$ cat config.mk
export PLATFORM = sky130hd
export DESIGN_NAME = frac_div_ctrl
export DESIGN_NICKNAME = d
export VERILOG_FILES = /design/src/rtl/frac_div_ctrl.sv
export SDC_FILE = /design/constraint.sdc
export NUM_CORES = 1
export LEC_CHECK = 0
export CORE_ASPECT_RATIO = 1.1
export CORE_MARGIN = 3
export CORE_UTILIZATION = 53
export DETAILED_ROUTE_END_ITERATION = 12
export PLACE_DENSITY = 0.8
export RECOVER_POWER = 25
export SYNTH_ARGS = -nofsm -noshare
export SYNTH_HDL_FRONTEND = slang
export SYNTH_SLANG_ARGS = --single-unit
$ cat constraint.sdc
create_clock -name clk -period 5.55 [get_ports clk]
set_input_delay 1.11 -clock clk [delete_from_list [all_inputs] [get_ports clk]]
set_output_delay 1.11 -clock clk [all_outputs]
set_load 0.1 [all_outputs]
$ cat src/rtl/frac_div_ctrl.sv
// Dual-modulus fractional clock-divider scheduler: average output period N + K/D input clocks.
// Defining FRAC_DIV_PCNT_EN adds the 16-bit completed-period counter port period_cnt.
module frac_div_ctrl #(
    parameter int NW = 8,
    parameter int DW = 8
) (
    input  logic          clk,
    input  logic          rst,
    input  logic          enable,
    input  logic          cfg_valid,
    output logic          cfg_ready,
    input  logic [NW-1:0] cfg_int,
    input  logic [DW-1:0] cfg_num,
    input  logic [DW-1:0] cfg_den,
    output logic          cfg_err,
    output logic          clk_out,
    output logic          period_start,
    output logic          sel_long,
`ifdef FRAC_DIV_PCNT_EN
    output logic [15:0]   period_cnt,
`endif
    output logic          busy
);

    typedef enum logic {IDLE, RUN} state_t;

    state_t        state, state_nxt;
    logic [NW-1:0] act_int, shd_int, int_eff;
    logic [DW-1:0] act_num, shd_num, num_eff;
    logic [DW-1:0] act_den, shd_den, den_eff;
    logic [DW-1:0] acc, acc_eff, acc_nxt;
    logic          pending;
    logic [NW:0]   phase, phase_inc, p_len, p_new;
    logic [DW:0]   sum;
    logic          long_nxt, last, start_now, end_now, apply, accept, legal;

    function automatic logic cfg_legal(input logic [NW-1:0] n, input logic [DW-1:0] k,
                                       input logic [DW-1:0] d);
        return (n >= NW'(2)) && (n != {NW{1'b1}}) && (d != '0) && (k < d);
    endfunction

    assign cfg_ready = ~pending;
    assign busy      = (state == RUN);
    assign accept    = cfg_valid & cfg_ready;
    assign legal     = cfg_legal(cfg_int, cfg_num, cfg_den);
    assign phase_inc = phase + (NW+1)'(1);
    assign last      = (phase == p_len - (NW+1)'(1));

    always_ff @(posedge clk) begin
        if (rst) state <= IDLE;
        else     state <= state_nxt;
    end

    // Period scheduling: a pending config replaces the active one (and zeroes acc) at apply time.
    always_comb begin
        state_nxt = state;
        start_now = 1'b0;
        end_now   = 1'b0;
        case (state)
            IDLE: begin
                if (enable) begin
                    state_nxt = RUN;
                    start_now = 1'b1;
                end
            end
            RUN: begin
                if (last) begin
                    end_now = 1'b1;
                    if (enable) start_now = 1'b1;
                    else        state_nxt = IDLE;
                end
            end
            default: state_nxt = IDLE;
        endcase
        apply    = pending & ((state == IDLE) | start_now);
        int_eff  = apply ? shd_int : act_int;
        num_eff  = apply ? shd_num : act_num;
        den_eff  = apply ? shd_den : act_den;
        acc_eff  = apply ? '0 : acc;
        sum      = {1'b0, acc_eff} + {1'b0, num_eff};
        long_nxt = (sum >= {1'b0, den_eff});
        acc_nxt  = long_nxt ? DW'(sum - {1'b0, den_eff}) : sum[DW-1:0];
        p_new    = {1'b0, int_eff} + (NW+1)'(long_nxt);
    end

    always_ff @(posedge clk) begin
        if (rst) begin
            act_int      <= NW'(2);
            act_num      <= '0;
            act_den      <= DW'(1);
            shd_int      <= NW'(2);
            shd_num      <= '0;
            shd_den      <= DW'(1);
            pending      <= 1'b0;
            acc          <= '0;
            phase        <= '0;
            p_len        <= (NW+1)'(2);
            cfg_err      <= 1'b0;
            clk_out      <= 1'b0;
            period_start <= 1'b0;
            sel_long     <= 1'b0;
        end else begin
            cfg_err <= accept & ~legal;
            if (accept & legal) begin
                shd_int <= cfg_int;
                shd_num <= cfg_num;
                shd_den <= cfg_den;
                pending <= 1'b1;
            end
            if (apply) begin
                act_int <= shd_int;
                act_num <= shd_num;
                act_den <= shd_den;
                pending <= 1'b0;
                acc     <= '0;
            end
            if (start_now) begin
                acc          <= acc_nxt;
                p_len        <= p_new;
                phase        <= '0;
                period_start <= 1'b1;
                sel_long     <= long_nxt;
                clk_out      <= 1'b1;
            end else if (end_now || state == IDLE) begin
                phase        <= '0;
                period_start <= 1'b0;
                sel_long     <= 1'b0;
                clk_out      <= 1'b0;
            end else begin
                phase        <= phase_inc;
                period_start <= 1'b0;
                clk_out      <= (phase_inc < (p_len >> 1));
            end
        end
    end

`ifdef FRAC_DIV_PCNT_EN
    always_ff @(posedge clk) begin
        if (rst)          period_cnt <= '0;
        else if (end_now) period_cnt <= period_cnt + 16'd1;
    end
`endif

endmodule

==> key figures <==
Setup path
  – Startpoint Class: register
  – Worst R2R Start: p_len[0]$_SDFFE_PP0P_
  – Arr. time, crit path: 5570 ps
  – Reg2reg setup slack: 240 ps
  – Critical Path RT: 5810 ps
  – R2r worst-path depth: 27
  – Critical R2R Capture: p_len[6]$_SDFFE_PP0P_
  – CP endpoint kind: register
  – Crit path kind: register to register
  – Worst-path fanout max: 9

Pwr
  – Pwr/cell area: 346 nW/um^2
  – Pint: 1.20 mW
  – Total Power: 1.85 mW
  – Sequential Power Share: 35.1%
  – Clock share of power: 26.4%
  – Combinational power share: 38.6%
  – Psw: 0.650 mW
  – Switching part of the total power: 35.2%
  – Peak VDD IR: 0.000255 V
  – Static leakage: 2.29 nW

Timing
  – Final worst slack: 239 ps
  – Worst-Margin Slew: 1000 ps
  – Final TNS setup: 0 ps
  – Final min period: 5310 ps
  – Clock Skews: 13.6 ps
  – Crit share post-route: 95.7%
  – Setup Viol. Count Final: 0
  – Max-slew headroom: 33.2%
  – Max Fclk: 188 MHz
  – Max Slew Vio Count: 0
  – Final hold violations: 0

CTS
  – CTS Buf Count: 9
  – CTS tree: done
  – Hold-fix buffers, CTS: 0
  – Clk buf depth: 2
  – Clock slew at reported path FFs: 90 ps
  – H-tree levels: 3
  – Clk_lat worst skew: 360 ps
  – Root Buffer: clkbuf_8
  – CTS Sinks: 80

Floorplan
  – Core area: 8130 sq um
  – Die H: 103 microns
  – Initial Utilization: 55.7%
  – Die ar.: 9690 sq um
  – Num rows: 34
  – Die W: 94.1 microns
  – IO Count: 34

Detailed routing
  – DRT iter0 DRCs: 173
  – Via count: 3602
  – Vias per cell: 5.62
  – DRC: 0
  – Routed Antenna Nets: 0
  – Drt wl/cell: 16.1 microns
  – Initial DRT Pass Iterations: 5
  – Final WL: 10300 microns

Layout
  – Final instance area: 5350 sq um
  – P&R area growth vs syn: 18.0%
  – # diodes: 0
  – Fillers: 615
  – Layout cells sized above 1: 15.0%
  – Fin nets: 592

Synth
  – Sequential area share after synthesis: 35.4%
  – Most frequent cell after synthesis: dfxtp_1
  – EDFF count, synth: 0
  – Post-synth top area cell: dfxtp_1
  – Largest cells by area after synthesis: dfxtp_1 (35%), ha_1 (9.4%), mux2i_1 (8.6%)
  – Post-synthesis cell area: 4530 sq um
  – Post-Syn Area per Cell: 9.34 sq um
  – Syn Nets: 549
  – Synth Instances: 485
  – Yosys top cell area share: 35.4%
  – Most frequent cells after synthesis: dfxtp_1 (80), nor2_1 (47), mux2i_1 (39)
  – Synth cell types: 57
  – Top_reg_cell synth: dfxtp_1
  – Register bit total from synthesis: 80
  – Post-synth ARST share: 0%
  – Synth warnings: 0

Global route
  – Total GRT Usage: 22.7%
  – Number of global-route vias before repair: 3551
  – Global-route wire length before repair: 17100 microns
  – Grt total ovfl: 0
  – Initial antenna violation count: 0
  – Pin count of the biggest net entering global routing: 56

Hold path
  – Worst hold path class: register to register
  – Worst Min Path Start: sel_long$_SDFFE_PP0P_
  – Hold Crit Depth: 1
  – Hold Path End: sel_long$_SDFFE_PP0P_

Placed design
  – Pre-CTS setup slack: -189 ps
  – Placed Area: 4970 sq um
  – DP Wirelength: 7400 microns
  – Port Buffers: 33
  – Final Wtd Congestion: 0.868

Job
  – Maxcap violations: 0

Outcome
  – Status: finished, final reports clean
[sequential cells by signal, summed over array words and instances, names as in the netlist, 8 cells and up]
name / count
p_len: 9
act_den: 8
acc: 8
act_num: 8
shd_num: 8
act_int: 8
phase: 9
shd_den: 8
shd_int: 8
[kinds of logic after synthesis]
family          synth area share [%]
compound gates                  13.0
xor+xnor                        7.15
simple gates                    17.2
flops                           35.4
fa+ha+maj                       10.3
mux                             12.2
buf+inv                         4.81
[metrics by stage]
stage	std cells	util, %	hold WS, ps
2_1_floorplan	485	-	453
4_1_cts	636	64.4	494
6_report	641	65.8	490
5_1_grt	641	65.8	514
3_5_place_dp	618	61.2	481
3_3_place_gp	618	61.2	478
[power by group through the flow]
stage | Combinational [mW] | Sequential (mW) | Clock, mW
floorplan | 0.444 | 0.703 | 0
global placement | 0.622 | 0.659 | 0
detailed placement | 0.639 | 0.661 | 0
CTS | 0.670 | 0.647 | 0.497
global route | 0.769 | 0.653 | 0.525
finish | 0.712 | 0.648 | 0.487
[timing repair]
action	CTS	global route
gates resized for setup	4	20
endpoints found under the setup margin	2	14
buffers inserted	2	4
gates cloned	0	1
pin swaps	1	7
[worst max path at each step]
| stage | start | depth (start not counted) | endpoint |
|---|---|---|---|
| 2_1_floorplan | p_len[0]$_SDFFE_PP0P_ | 28 | p_len[6]$_SDFFE_PP0P_ |
| 3_3_place_gp | enable | 20 | p_len[6]$_SDFFE_PP0P_ |
| 3_5_place_dp | enable | 20 | p_len[6]$_SDFFE_PP0P_ |
| 4_1_cts | p_len[1]$_SDFFE_PP1P_ | 26 | p_len[6]$_SDFFE_PP0P_ |
| 5_1_grt | p_len[1]$_SDFFE_PP1P_ | 26 | p_len[6]$_SDFFE_PP0P_ |
| 6_report | p_len[0]$_SDFFE_PP0P_ | 27 | p_len[6]$_SDFFE_PP0P_ |
[routing by layer]
metal | global-route usage, % | routed length [microns] | vias to the layer above
met1 | 26.9 | 4390 | 1712
met3 | 4.38 | 239 | 33
met2 | 40.1 | 5420 | 76
met5 | 0 | 0 | -
li1 | - | - | 1781
met4 | 9.78 | 282 | 0
[cells in the final DEF, fill, tap and decap left out, types with 3 or more instances in the layout]
master / count
clkdlybuf4s50_1: 32
xor2_1: 15
nor4_1: 3
xnor2_1: 20
nand3_1: 15
or2_2: 4
nand2_1: 25
nor3_1: 8
and3_1: 6
a21oi_1: 12
mux2i_1: 39
ha_1: 30
and2_1: 8
a22o_1: 4
clkbuf_8: 9
buf_4: 14
a211o_1: 3
nor2_1: 47
ha_4: 3
o2bb2ai_1: 7
mux2_2: 11
o21a_1: 4
dfxtp_2: 3
nand4_1: 5
nor2b_1: 21
a21oi_2: 6
a21o_1: 8
o21ai_0: 11
inv_1: 26
inv_6: 3
o21ai_1: 5
dfxtp_1: 76
[worst max-delay path, cell delays in order (launching register included)]
cell and delay, ps:
dfxtp_4 380, inv_1 70, ha_4 190, o21ba_1 210
a221oi_2 300, a41oi_1 110, nor4_4 320, a41oi_4 210
buf_6 180, and2_1 200, ha_1 280, a21o_1 200
a21oi_2 170, nor2b_1 70, o21ai_1 140, nor2b_2 180
xnor2_1 150, ha_1 270, or2_2 290, a21oi_2 150
a21oi_2 50, a21o_1 220, ha_4 200, ha_4 180
nand3_1 80, mux2i_1 80, xnor2_1 150, a22o_1 180
[cell type report]
cell class	count	area, sq um	share of cell area, %
clock buffers	9	124	2.32
clock inverters	7	100	1.87
inverters	27	101	1.90
multi-input cells	359	2810	52.6
flip-flops and latches	80	1610	30.1
well taps	108	135	2.53
repair buffers	51	465	8.71
Note: power is estimated with default switching activity, not from simulation.
==> edit 1 (same flow settings) <==
Add a define of `FRAC_DIV_PCNT_EN`.
--- a/src/rtl/frac_div_ctrl.sv
+++ b/src/rtl/frac_div_ctrl.sv
@@ -1,5 +1,7 @@
 // Dual-modulus fractional clock-divider scheduler: average output period N + K/D input clocks.
 // Defining FRAC_DIV_PCNT_EN adds the 16-bit completed-period counter port period_cnt.
+`define FRAC_DIV_PCNT_EN
+
 module frac_div_ctrl #(
     parameter int NW = 8,
     parameter int DW = 8
Behaviour (old outputs only; new: period_cnt): unchanged (equiv_simple and equiv_induct, registers matched by name and starting in step).
==> edit 1 against the unedited design <==
Maximum frequency is 6.8% lower; sequential cell count rose by 16; largest cell class unchanged; count of clock-buffer cells in the layout increased by 1; synthesized area up 18%; wire length increased by 25%; setup slack worse by 0.39 ns; total power is 6.8% higher; synthesized cell count rose by 24%; worst hold slack improved by 0.017 ns; final area rose by 26%; the flow now finishes with violations (setup timing); sequential share of layout area shrank 1.5 points; clock power is 3% lower.
==> edit 1: results <==
group,metric,value,unit
cells_and_area,reg.largest.list,"period_cnt x16, p_len x9, phase x9",
cells_and_area,drive_gt1_frac,0.187,
pwr,power_leakage,2.78,nW
placement,dp_hpwl,9700,um
grt,grt_pass1_vias,4737,
status,violations,"setup timing",
synth,seq_area_frac_synth,0.359,
pwr,p_comb_frac,0.380,
placement,placed_area,0.00634,mm2
placement,pre_cts_ws,-0.477,ns
grt,grt_pass1_wl,21400,um
synth,avgSynthCellArea,8.91,um2
timing,setup_viol,7,
synth,synth_cell_types,60,
placement,dp_cells,794,
pwr,power_switching_share,0.339,
cells_and_area,nets,765,
timing,finalClockSkew,0.00962,ns
route,wl_per_cell,15.7,um
pwr,cellPowerDensity,293,mW/mm2
status,status,"finished, violations left",
synth,syn_nets,666,
worst_setup_path,cp_max_fo,5,
worst_setup_path,critPathTopFamily,"compound AO/OA/AOI/OAI gates",
timing,layout_setup_ws,-0.147,ns
grt,antenna_found_initial,0,
synth,synthTopCellsByCount,"dfxtp_1 (96), nor2_1 (77), mux2i_1 (45), nand2_1 (37), ha_1 (35)",
pwr,ir_drop,0.269,mV
worst_setup_path,max_stage_delay,0.40,ns
worst_setup_path,critPathArrivalTime,5.91,ns
placement,globalplace.congestion,0.884,
synth,synth.area.top_cells,"dfxtp_1 (36%), mux2i_1 (8.4%), ha_1 (8.2%)",
grt,grt_usage,0.234,
cells_and_area,instances_no_fill,822,
timing,setup_tns,-0.494,ns
timing,tightest_slew,1.02,ns
grt,grt_max_degree,42,
cells_and_area,fillers,740,
worst_setup_path,slowest_stage,"or3_4",
route,via_per_inst,5.55,
## edit 1: cell types whose count changed after synthesis, sizes merged, moves of 6 or more
cell	before	now
a21oi	18	24
o2bb2ai	7	0
and3	7	13
nand4	5	12
dfxtp	80	96
clkbuf	9	17
nor2b	22	12
nor2	47	77
or3	0	10
nand2	25	37
a211oi	1	7
## edit 1: area by class of cell
cell class / instances / area (um2) / area share
inverters: 31 / 124 / 0.0184
clock inverters: 6 / 66.3 / 0.00984
flip-flops and latches: 96 / 1930 / 0.286
clock buffers: 10 / 138 / 0.0204
multi-input cells: 448 / 3360 / 0.499
well taps: 117 / 146 / 0.0217
repair buffers: 114 / 977 / 0.145
## edit 1: kinds of logic after synthesis
logic type	count (synthesis)	synth area share
muxes	56	0.107
AOI/OAI and AO/OA	97	0.129
buffers and inverters	57	0.0486
adders and majority gates	37	0.0893
and+or+nand+nor	218	0.201
DFF	96	0.359
xor gates and xnor gates	40	0.0655
## edit 1: worst paths after layout
kind                            startpoint          to  slack [ns]  cells past startpoint
worst max-delay path              p_len[2]    p_len[6]       -0.15                     28
worst min-delay path            shd_den[7]  shd_den[7]        0.51                      2
worst max register to register    p_len[2]    p_len[6]       -0.15                     28
worst min register to register  shd_den[7]  shd_den[7]        0.51                      2
## edit 1: repair_timing
action | in CTS | in global routing
setup endpoints to repair | 7 | 14
gates resized for setup | 13 | 15
endpoints found under the hold margin | 0 | 0
hold buffers | 0 | 0
setup buffers | 9 | 3
pin swaps | 26 | 16
## edit 1: routing by layer
metal / GRT usage / vias up / wire (um)
met5: 0 / - / 0
met4: 0.0980 / 0 / 369
met3: 0.0401 / 27 / 322
met2: 0.420 / 69 / 6850
met1: 0.270 / 2167 / 5380
li1: - / 2303 / -
==> edit 2 (same settings) <==
Without the edit above. Add an input register stage for `cfg_valid`, `cfg_int`, `cfg_num` and `cfg_den`, cleared by the reset; this delays them by one clock. The other inputs are not delayed to match.
--- a/src/rtl/frac_div_ctrl.sv
+++ b/src/rtl/frac_div_ctrl.sv
@@ -24,6 +24,25 @@
 
     typedef enum logic {IDLE, RUN} state_t;
 
+    logic cfg_valid_q;
+    logic [NW-1:0] cfg_int_q;
+    logic [DW-1:0] cfg_num_q;
+    logic [DW-1:0] cfg_den_q;
+
+    always_ff @(posedge clk) begin
+        if (rst) begin
+            cfg_valid_q <= '0;
+            cfg_int_q   <= '0;
+            cfg_num_q   <= '0;
+            cfg_den_q   <= '0;
+        end else begin
+            cfg_valid_q <= cfg_valid;
+            cfg_int_q   <= cfg_int;
+            cfg_num_q   <= cfg_num;
+            cfg_den_q   <= cfg_den;
+        end
+    end
+
     state_t        state, state_nxt;
     logic [NW-1:0] act_int, shd_int, int_eff;
     logic [DW-1:0] act_num, shd_num, num_eff;
@@ -41,8 +60,8 @@
 
     assign cfg_ready = ~pending;
     assign busy      = (state == RUN);
-    assign accept    = cfg_valid & cfg_ready;
-    assign legal     = cfg_legal(cfg_int, cfg_num, cfg_den);
+    assign accept    = cfg_valid_q & cfg_ready;
+    assign legal     = cfg_legal(cfg_int_q, cfg_num_q, cfg_den_q);
     assign phase_inc = phase + (NW+1)'(1);
     assign last      = (phase == p_len - (NW+1)'(1));
 
@@ -102,9 +121,9 @@
         end else begin
             cfg_err <= accept & ~legal;
             if (accept & legal) begin
-                shd_int <= cfg_int;
-                shd_num <= cfg_num;
-                shd_den <= cfg_den;
+                shd_int <= cfg_int_q;
+                shd_num <= cfg_num_q;
+                shd_den <= cfg_den_q;
                 pending <= 1'b1;
             end
             if (apply) begin
Check against the original RTL: not equivalent (a bounded check fails within 4 cycles, from zero or initial values and one cycle with rst high).
==> edit 2 against the unedited design <==
Final area grew 19%; global-route usage shrank 1.9 points; sequential share of layout area grew 3.0 points; sequential cell count grew 25; wire length grew 11%; synthesized area grew 17%; total power grew 2.0%; synthesized cell count grew 19%; critical path depth shrank 1; setup slack lost 0.15 ns; largest power group is now registers.
==> edit 2: results <==
group,metric,value,unit
synth,synthTopCellsByCount,"dfxtp_1 (105), nor2_1 (56), nor2b_1 (43), mux2i_1 (39)",
grt,grtUsageMet1,0.266,
synth,seq_area_frac_synth,0.396,
cells_and_area,nets,698,
cells_and_area,drive_gt1_frac,0.153,
route,vias,4232,
synth,syn_nets,639,
pwr,power.total,1.89,mW
hold_path,hold_end,"acc[7]",
clocking,post_cts_buffers,1,
cells_and_area,fillers,743,
placement,placed_area,0.00597,mm2
status,status,"complete, no violations",
grt,grt_max_degree,77,
placement,globalplace.congestion,0.944,
route,drt-met1-wl,5140,um
route,wl_met3,333,um
pwr,power_leakage,2.59,nW
grt,grt_pass1_wl,19100,um
placement,dp_hpwl,8460,um
route,drt-initial-drc-count,168,
worst_setup_path,r2r-end,"p_len[2]",
timing,maxSlewHeadroom,0.352,
route,wl_met2,5730,um
worst_setup_path,critPathArrivalTime,5.72,ns
grt,grt_pass1_vias,4143,
pwr,ir_drop,0.163,mV
timing,finalClockSkew,0.0124,ns
hold_path,worstHoldStart,"acc[7]",
grt,met2_usage,0.349,
grt,grt_usage,0.208,
worst_setup_path,r2r_cells,26,
grt,met3_usage,0.0378,
==> edit 2: cell types whose count changed in the layout (fill, tap and decap cells not counted), sizes merged, moves of 6 or more <==
cell | before | now
buf | 18 | 40
nand2 | 25 | 33
nor2b | 22 | 43
o2bb2ai | 7 | 0
o211a | 1 | 7
nor2 | 47 | 56
dfxtp | 80 | 105
inv | 30 | 37
or2 | 6 | 0
==> edit 2: through the flow <==
stage	cells	TNS (ns)	hold WS (ns)	utilization	worst slack [ns]
after floorplan	575	0	0.422	-	0.00233
after global placement	730	-0.655	0.440	0.626	-0.130
after detailed placement	730	-1.17	0.453	0.626	-0.212
after CTS	747	0	0.465	0.651	0.000147
after global routing	756	-1.49	0.493	0.668	-0.273
final	756	0	0.463	0.668	0.0892
==> edit 2: worst max-delay path, stage by stage, from the launching register on <==
cell and delay [ns]:
dfxtp_2 0.33, buf_4 0.14, or4_4 0.53, o221ai_2 0.19, nand3_1 0.11, a41oi_2 0.25, o31ai_4 0.08, and3_4 0.22
buf_4 0.14, buf_6 0.13, nor2b_4 0.13, ha_1 0.24, a21o_1 0.19, a21oi_2 0.18, o21ai_2 0.09, o41ai_2 0.43
xnor2_1 0.18, ha_1 0.29, nand4_1 0.12, nor2_2 0.06, nor3_4 0.24, o311ai_4 0.15, ha_4 0.20, ha_4 0.17
and4_1 0.19, o211a_1 0.11, a221o_1 0.26
==> edit 2: power by group <==
part / switching, mW / internal, mW / leakage (nW)
sequential: 0.0291 / 0.792 / 0.857
clock: 0.263 / 0.226 / 0.0999
combinational: 0.304 / 0.272 / 1.64
total: 0.596 / 1.29 / 2.59
==> edit 2: layout make-up <==
class / count / area share
clock buffers: 10 / 0.0216
clock inverters: 6 / 0.0112
inverters: 34 / 0.0204
repair buffers: 72 / 0.0982
well taps: 117 / 0.0230
multi-input cells: 412 / 0.495
flip-flops and latches: 105 / 0.331
==> edit 2: how the worst max path moves through the flow <==
| stage | from | endpoint | slack, ns | depth (start not counted) |
|---|---|---|---|---|
| floorplan | p_len[1] | p_len[2] | 0.002 | 26 |
| global placement | enable | p_len[2] | -0.13 | 20 |
| detailed placement | enable | p_len[4] | -0.21 | 24 |
| CTS | p_len[1] | p_len[4] | 0.0001 | 25 |
| global route | p_len[1] | p_len[7] | -0.27 | 27 |
| finish | p_len[0] | p_len[2] | 0.09 | 26 |
==> edit 2: cell families (layout without fill, tap and decap cells) <==
logic type	after synthesis	count (layout)	share of synthesized area
xor gates and xnor gates	34	34	0.0561
buffers and inverters	58	122	0.0477
and+or+nand+nor	205	205	0.198
AOI/OAI and AO/OA	87	87	0.114
adders and majority gates	36	36	0.0878
DFF	105	105	0.396
muxes	50	50	0.100
